## src/rtl/fir_pkg.sv

```systemverilog
// Shared constants and types for the FIRROOT sequencer: block geometry,
// controller states and the coefficient bank layout.
package fir_pkg;
  localparam int DW      = 8;
  localparam int NTAPS   = 7;
  localparam int LAT     = 2;
  localparam int BLK_LEN = 20;
  localparam int ADDR_W  = 3;
  localparam int SCNT_W  = $clog2(BLK_LEN + 1);
  localparam int FCNT_W  = $clog2(NTAPS - 1 + LAT + 1);

  typedef enum logic [1:0] {ST_IDLE, ST_RUN, ST_FLUSH, ST_DONE} state_t;

  typedef logic [NTAPS-1:0][DW-1:0] coef_bank_t;
endpackage

```

## src/rtl/fir_seq_ctrl_if.sv

```systemverilog
// Config port and sample stream between the register/sample source and
// the sequencer.
interface fir_seq_ctrl_if;
  import fir_pkg::*;
  logic              cfg_we;
  logic [ADDR_W-1:0] cfg_addr;
  logic [DW-1:0]     cfg_data;
  logic              cfg_commit;
  logic              s_valid;
  logic [DW-1:0]     s_data;
  logic              s_ready;

  modport master (output cfg_we, cfg_addr, cfg_data, cfg_commit, s_valid, s_data,
                  input  s_ready);
  modport slave  (input  cfg_we, cfg_addr, cfg_data, cfg_commit, s_valid, s_data,
                  output s_ready);
endinterface

```

## src/rtl/fir_coef_bank.sv

```systemverilog
// Double-buffered coefficient bank: shadow is written freely, active only
// moves on a commit while idle or on the DONE->IDLE edge.
module fir_coef_bank
  import fir_pkg::*;
(
  input  logic              Clk,
  input  logic              Rst,
  input  logic              we,
  input  logic [ADDR_W-1:0] addr,
  input  logic [DW-1:0]     wdata,
  input  logic              commit,
  input  logic              st_idle,
  input  logic              st_done,
  output coef_bank_t        active
);
  coef_bank_t shadow;
  logic       commit_pending;

  always_ff @(posedge Clk or posedge Rst) begin
    if (Rst) begin
      shadow         <= '0;
      active         <= '0;
      commit_pending <= 1'b0;
    end else begin
      // active copies the pre-edge shadow, so a same-cycle write lands in shadow only
      if (we && (addr < ADDR_W'(NTAPS))) shadow[addr] <= wdata;
      if (st_idle) begin
        if (commit) active <= shadow;
      end else if (st_done) begin
        if (commit_pending || commit) active <= shadow;
        commit_pending <= 1'b0;
      end else if (commit) begin
        commit_pending <= 1'b1;
      end
    end
  end
endmodule

```

## src/rtl/fir_seq_ctrl.sv

```systemverilog
// Block sequencer in front of FIRROOT: feeds one block of samples, flushes
// the convolution tail and tags which filter outputs belong to the block.
module fir_seq_ctrl
  import fir_pkg::*;
(
  input  logic          Clk,
  input  logic          Rst,
  fir_seq_ctrl_if.slave bus,
  input  logic          start,
  output logic [DW-1:0] B0,
  output logic [DW-1:0] B1,
  output logic [DW-1:0] B2,
  output logic [DW-1:0] B3,
  output logic [DW-1:0] B4,
  output logic [DW-1:0] B5,
  output logic [DW-1:0] B6,
  output logic [DW-1:0] Data_o,
  output logic          out_valid,
  output logic          out_last,
  output logic          busy,
  output logic          done
);
  state_t            state;
  logic [SCNT_W-1:0] samp_cnt;
  logic [FCNT_W-1:0] flush_cnt;
  logic              s_ready_q;
  logic [LAT:0]      tag_pipe;
  logic [LAT:0]      last_pipe;
  coef_bank_t        active;
  logic              accept;

  assign accept      = bus.s_valid && s_ready_q;
  assign bus.s_ready = s_ready_q;
  assign out_valid   = tag_pipe[LAT];
  assign out_last    = last_pipe[LAT];

  always_ff @(posedge Clk or posedge Rst) begin
    if (Rst) begin
      state     <= ST_IDLE;
      samp_cnt  <= '0;
      flush_cnt <= '0;
      s_ready_q <= 1'b0;
      busy      <= 1'b0;
      done      <= 1'b0;
      Data_o    <= '0;
      tag_pipe  <= '0;
      last_pipe <= '0;
    end else begin
      // stage 0 defaults to an untagged zero; the filter never stalls
      tag_pipe  <= {tag_pipe[LAT-1:0], 1'b0};
      last_pipe <= {last_pipe[LAT-1:0], 1'b0};
      Data_o    <= '0;
      done      <= 1'b0;
      case (state)
        ST_IDLE: if (start) begin
          state     <= ST_RUN;
          samp_cnt  <= '0;
          flush_cnt <= '0;
          s_ready_q <= 1'b1;
          busy      <= 1'b1;
        end
        ST_RUN: if (accept) begin
          Data_o      <= bus.s_data;
          tag_pipe[0] <= 1'b1;
          samp_cnt    <= samp_cnt + SCNT_W'(1);
          if (samp_cnt == SCNT_W'(BLK_LEN - 1)) begin
            state     <= ST_FLUSH;
            s_ready_q <= 1'b0;
          end
        end
        ST_FLUSH: begin
          flush_cnt <= flush_cnt + FCNT_W'(1);
          // first NTAPS-1 zeros complete the convolution tail, the rest drain LAT
          if (flush_cnt < FCNT_W'(NTAPS - 1)) tag_pipe[0] <= 1'b1;
          if (flush_cnt == FCNT_W'(NTAPS - 2)) last_pipe[0] <= 1'b1;
          if (flush_cnt == FCNT_W'(NTAPS + LAT - 2)) begin
            state <= ST_DONE;
            done  <= 1'b1;
          end
        end
        ST_DONE: begin
          state <= ST_IDLE;
          busy  <= 1'b0;
        end
        default: state <= ST_IDLE;
      endcase
    end
  end

  fir_coef_bank u_bank (
    .Clk     (Clk),
    .Rst     (Rst),
    .we      (bus.cfg_we),
    .addr    (bus.cfg_addr),
    .wdata   (bus.cfg_data),
    .commit  (bus.cfg_commit),
    .st_idle (state == ST_IDLE),
    .st_done (state == ST_DONE),
    .active  (active)
  );

  assign B0 = active[0];
  assign B1 = active[1];
  assign B2 = active[2];
  assign B3 = active[3];
  assign B4 = active[4];
  assign B5 = active[5];
  assign B6 = active[6];
endmodule

```

## src/flat_wrapper.sv

```systemverilog
// flat-port wrapper written by rule: the top's interface ports become plain ports
module fir_seq_ctrl_flat import fir_pkg::*;
  (Clk, Rst, start, B0, B1, B2, B3, B4, B5, B6, Data_o, out_valid, out_last, busy, done, bus_cfg_we, bus_cfg_addr, bus_cfg_data, bus_cfg_commit, bus_s_valid, bus_s_data, bus_s_ready);
  fir_seq_ctrl_if bus_i ();
  input  logic Clk;
  input  logic Rst;
  input  logic start;
  output logic [DW-1:0] B0;
  output logic [DW-1:0] B1;
  output logic [DW-1:0] B2;
  output logic [DW-1:0] B3;
  output logic [DW-1:0] B4;
  output logic [DW-1:0] B5;
  output logic [DW-1:0] B6;
  output logic [DW-1:0] Data_o;
  output logic out_valid;
  output logic out_last;
  output logic busy;
  output logic done;
  input wire logic [$bits(bus_i.cfg_we)-1:0] bus_cfg_we;
  input wire logic [$bits(bus_i.cfg_addr)-1:0] bus_cfg_addr;
  input wire logic [$bits(bus_i.cfg_data)-1:0] bus_cfg_data;
  input wire logic [$bits(bus_i.cfg_commit)-1:0] bus_cfg_commit;
  input wire logic [$bits(bus_i.s_valid)-1:0] bus_s_valid;
  input wire logic [$bits(bus_i.s_data)-1:0] bus_s_data;
  output wire logic [$bits(bus_i.s_ready)-1:0] bus_s_ready;
  assign bus_i.cfg_we = bus_cfg_we;
  assign bus_i.cfg_addr = bus_cfg_addr;
  assign bus_i.cfg_data = bus_cfg_data;
  assign bus_i.cfg_commit = bus_cfg_commit;
  assign bus_i.s_valid = bus_s_valid;
  assign bus_i.s_data = bus_s_data;
  assign bus_s_ready = bus_i.s_ready;
  fir_seq_ctrl u_core (.Clk(Clk), .Rst(Rst), .bus(bus_i), .start(start), .B0(B0), .B1(B1), .B2(B2), .B3(B3), .B4(B4), .B5(B5), .B6(B6), .Data_o(Data_o), .out_valid(out_valid), .out_last(out_last), .busy(busy), .done(done));
endmodule
```

## config.mk

```make
export PLATFORM = sky130hd
export DESIGN_NAME = fir_seq_ctrl_flat
export DESIGN_NICKNAME = d
export VERILOG_FILES = /design/src/rtl/fir_pkg.sv /design/src/rtl/fir_seq_ctrl_if.sv /design/src/rtl/fir_coef_bank.sv /design/src/rtl/fir_seq_ctrl.sv /design/src/flat_wrapper.sv
export SDC_FILE = /design/constraint.sdc
export NUM_CORES = 1
export LEC_CHECK = 0
export CAP_MARGIN = 20
export CORE_ASPECT_RATIO = 1.5
export CORE_MARGIN = 3
export CORE_UTILIZATION = 52
export DETAILED_ROUTE_END_ITERATION = 7
export PLACE_DENSITY = 0.79
export SETUP_SLACK_MARGIN = 0.15
export SLEW_MARGIN = 20
export SYNTH_ARGS = -nofsm -noshare
export SYNTH_HDL_FRONTEND = slang
export SYNTH_SLANG_ARGS = --single-unit
```

## constraint.sdc

```tcl
create_clock -name Clk -period 4.9 [get_ports Clk]
set_input_delay 0.735 -clock Clk [delete_from_list [all_inputs] [get_ports Clk]]
set_output_delay 0.735 -clock Clk [all_outputs]
set_load 0.005 [all_outputs]
```

==> flow_results.org <==
** Finish
- Synthesis-to-layout area growth :: 31.9%
- Flip-flop and latch area :: 0.00353 mm2
- Final design instance area without fill :: 0.00721 mm2
- Combined area of the multi-input logic cells :: 0.00185 mm2
- Share of final-layout standard cells stronger than drive strength 1 :: 32.7%
- The filler cells instantiated in the layout total 692.
- For this run, the number of standard cells in the final layout without fillers is 612.
- NumNets Final :: 490
- The repair_antennas step left the layout with diodes totalling 0.

** Yosys
- During synthesis, Yosys emitted a total of 0 warnings.
- The number of nets handed over by synthesis was 384.
- Yosys mapped a number of flops with a built-in enable equal to 0.
- Post-synth ARST share :: 100%
- Post-synthesis cell count :: 352
- Summing the sequential cell areas from Yosys gives 64.5% of the chip area.
- The synthesized design contains 141 register bits.
- Averaged over all synthesized cells, the footprint is 15.5 um2.
- The most used flip-flop cell after synthesis is dfrtp_1.
- Synth Cell Area :: 0.00547 mm2
- Yosys mapped the design onto 35 distinct sky130hd cell types.

** CTS
- Counting the buffers created by CTS gives 17.
- Number of clock sinks :: 141
- For the worst-skew pair, the clock arrives at the later sink with an insertion delay of 410 ps.
- Root Driver :: clkbuf_16
- Clk slew on worst S/H paths :: 60 ps
- TritonCTS built the clock tree.
- Maximum buffer depth of the clock tree :: 2
- Post-CTS timing repair inserted 0 buffers for setup.
- CTS H-tree lvls :: 4
- After clock tree synthesis, the repair step resized 0 gates.
- The number of hold buffers added after CTS was 0.

** STA
- Setup violations remaining at the end of the flow were counted as 0.
- The final max-slew violation count was 0.
- Setup repair after global routing missed its margin :: false
- Final Hold Violating Endpoints :: 0
- Max frequency :: 405 MHz
- Min Clock Period, post-route :: 2470 ps
- Transition time at the pin with the least slew margin :: 788 ps
- Final cycle utilization of the critical path :: 50.4%
- Max_slew headroom :: 47.5%
- Skew final :: 5.00 ps
- Final TNS setup :: 0 ps

** Setup path
- For this design, the slowest cell found on the critical path is nor2_4.
- Critical path class :: reg2reg
- Crit path buffers/inverters :: 4
- Critical R2R Capture :: u_core.u_bank.active[17]$_DFFE_PP0P_
- Among cell families on the critical path, the largest total delay comes from buffers and inverters.
- In this run the critical register-to-register path is launched from u_core.state[0]$_DFFE_PP0P_.
- Cells along the critical path :: inv_1, ha_1, inv_2, a21oi_1, nor2_4, buf_16, buf_4, mux2_2
- STA classifies the critical path endpoint as a register.
- WP data required :: 5190 ps
- Flop2flop setup slack :: 2430 ps
- STA classifies the critical path startpoint as a register.
- Largest stage delay on the critical path :: 470 ps
- Worst Reg2Reg Path Length in Cells :: 8
- Data arrival time of the critical path :: 2760 ps
- Critical path fanouts, max :: 22

** Power
- Summed over all nets, the switching power comes to 1.32 mW.
- Switching share of total power :: 27.2%
- Leakage :: 3.12 nW
- In this run, the combinational gates consume 34.1% of the power.
- After layout, the design draws a total of 4.84 mW.
- Max VDD drop :: 0.404 mV
- Int Pwr :: 3.53 mW
- Power density cells :: 672 mW/mm2
- Relative contribution of sequential cells to total power :: 37.3%
- The clock network is responsible for 28.6% of the overall power.

** Placement
- Input/output buffers :: 93
- After detailed placement, the design holds a cell count of 579.
- Post-DP HPWL :: 7.41 mm
- At the end of routability-driven placement, the weighted congestion stood at 0.783.
- Once placement finished, the instance area stood at 0.00653 mm2.

** Detailed routing
- In this run the remaining antenna-violating nets after routing total 0.
- Dividing the detail-routed wire length by the instance count gives 18.5 um.
- For this block, the initial DRC count from the detailed router was 134.
- The first detailed-routing pass took 4 iterations.
- Summed over all layers, the routed wires come to 11.3 mm.
- The routed layout has 3286 vias.
- Residual DRC count :: 0
- Drt via density :: 5.37

** Hold path
- Along the worst hold path, the cell count comes to 0.
- Class of the worst hold path :: reg2reg
- The startpoint identified for the worst hold timing path is u_core.last_pipe[1]$_DFF_PP0_.
- Hold-critical path endpoint :: u_core.last_pipe[2]$_DFF_PP0_

** Floorplanning
- The total area inside the core boundary comes to 0.0102 mm2.
- DIE HEIGHT :: 132 um
- The die is 89.7 um wide.
- 94 I/O pins were placed.
- Initial core utilization :: 53.7%
- Row cnt :: 45
- Die area :: 0.0118 mm2

** Global route
- Global-route wire length before repair :: 18.9 mm
- The number of global-route vias before repair came to 3626.
- The number of antenna violations at the first check in global routing came to 0.
- Combined global-route utilization of all metal layers :: 20.6%
- Summed over all layers, the global routing overflow is 0.
- Largest net degree at the start of global routing :: 117

** Flow run
- Across the run, the number of max-cap violations was 0.

** Outcome
- Result of the run :: finished clean
-- layout by cell type (no fill, tap or decap), types with 2 or more instances in the layout --
cell             netlist  final
nand2_1               14     14
inv_1                  5      4
bufinv_16              0      4
clkbuf_16              0     17
or4_1                  2      2
nand3_1                4      4
o21ai_0               10     10
dfrtp_1              141    141
clkinvlp_4             0      3
a21oi_1                7      7
and2_1                 8      8
ha_1                   7      7
nor3_4                 2      2
nor2_1                 7      6
mux2_1                 4      4
mux2_2               109    109
nand4b_1               3      3
clkdlybuf4s50_1        0     93
buf_4                  0      2
clkbuf_8               0      5
o31ai_1                2      2
nor3b_4                2      2
-- cell type report --
class | instances | share of cell area [%]
Sequential cell | 141 | 48.9
Clock buffer | 23 | 6.90
Timing Repair Buffer | 96 | 13.5
Inverter | 6 | 0.416
Clock inverter | 9 | 2.17
Tap cell | 141 | 2.45
Multi-Input combinational cell | 196 | 25.6
-- how the worst max path moves through the flow --
stage | from | to | slack [ps] | cells past startpoint
after floorplan | Rst | u_core.Data_o[0]$_DFF_PP0_ | 380 | 1
after global placement | bus_cfg_commit | u_core.u_bank.active[21]$_DFFE_PP0P_ | 1830 | 5
after detailed placement | bus_cfg_commit | u_core.u_bank.active[19]$_DFFE_PP0P_ | 1810 | 5
after CTS | u_core.state[0]$_DFFE_PP0P_ | u_core.u_bank.active[17]$_DFFE_PP0P_ | 2120 | 7
after global routing | u_core.state[0]$_DFFE_PP0P_ | u_core.u_bank.active[34]$_DFFE_PP0P_ | 2280 | 8
final | u_core.state[0]$_DFFE_PP0P_ | u_core.u_bank.active[17]$_DFFE_PP0P_ | 2430 | 8
-- flip-flops by register name, indices dropped and copies added (netlist names) --
name                          flops
u_core.busy                       1
u_core.done                       1
u_core.flush_cnt                  4
u_core.u_bank.shadow             56
u_core.state                      2
u_core.u_bank.active             56
u_core.Data_o                     8
u_core.u_bank.commit_pending      1
u_core.last_pipe                  3
u_core.bus.s_ready                1
u_core.samp_cnt                   5
u_core.tag_pipe                   3
-- metrics by stage --
step / utilization (%) / hold slack [ps] / setup WS [ps]
floorplan: - / 331 / 384
global placement: 64.1 / 334 / 1830
detailed placement: 64.1 / 336 / 1810
CTS: 70.5 / 346 / 2120
global route: 70.8 / 357 / 2280
finish: 70.8 / 348 / 2430
-- worst reg2reg max path, cell delays in order (launching register included) --
cell,delay (ps)
dfrtp_1,390
inv_1,80
ha_1,290
inv_2,110
a21oi_1,100
nor2_4,470
buf_16,250
buf_4,280
mux2_2,380
-- logic make-up after synthesis --
kind of cell	Yosys count	share of synthesized area, %
muxes	113	23.3
and+or+nand+nor	48	5.56
DFF	141	64.5
AOI/OAI and AO/OA	27	3.09
buffers and inverters	15	1.78
adders and majority gates	7	1.60
xor gates and xnor gates	1	0.160
-- synthesized netlist by cell type (2+ instances only) --
| master | count | area, um2 |
|---|---|---|
| nor3b_4 | 2 | 37.5 |
| buf_6 | 5 | 56.3 |
| nand3_1 | 4 | 20.0 |
| inv_1 | 5 | 18.8 |
| o31ai_1 | 2 | 15.0 |
| ha_1 | 7 | 87.6 |
| or4_1 | 2 | 15.0 |
| nor2_1 | 7 | 26.3 |
| nand4b_1 | 3 | 26.3 |
| nor3_4 | 2 | 32.5 |
| buf_2 | 3 | 15.0 |
| o21ai_0 | 10 | 50.1 |
| dfrtp_1 | 141 | 3530 |
| nand2_1 | 14 | 52.6 |
| and2_1 | 8 | 50.1 |
| mux2_1 | 4 | 45.0 |
| mux2_2 | 109 | 1230 |
| a21oi_1 | 7 | 35.0 |
-- power groups by stage --
stage	logic, mW	registers (mW)	clock network [mW]
after floorplan	0.955	1.78	0
after global placement	1.56	1.80	0
after detailed placement	1.61	1.82	0
after CTS	1.63	1.81	1.41
after global routing	1.79	1.85	1.47
final	1.65	1.81	1.39
-- per-layer routing --
| metal | track usage (%) | routed length, um |
|---|---|---|
| met4 | 7.59 | 158 |
| met1 | 23.2 | 4330 |
| met3 | 6.41 | 563 |
| met5 | 0 | 0 |
| met2 | 36.6 | 6290 |
(Power assumes the default switching activity.)
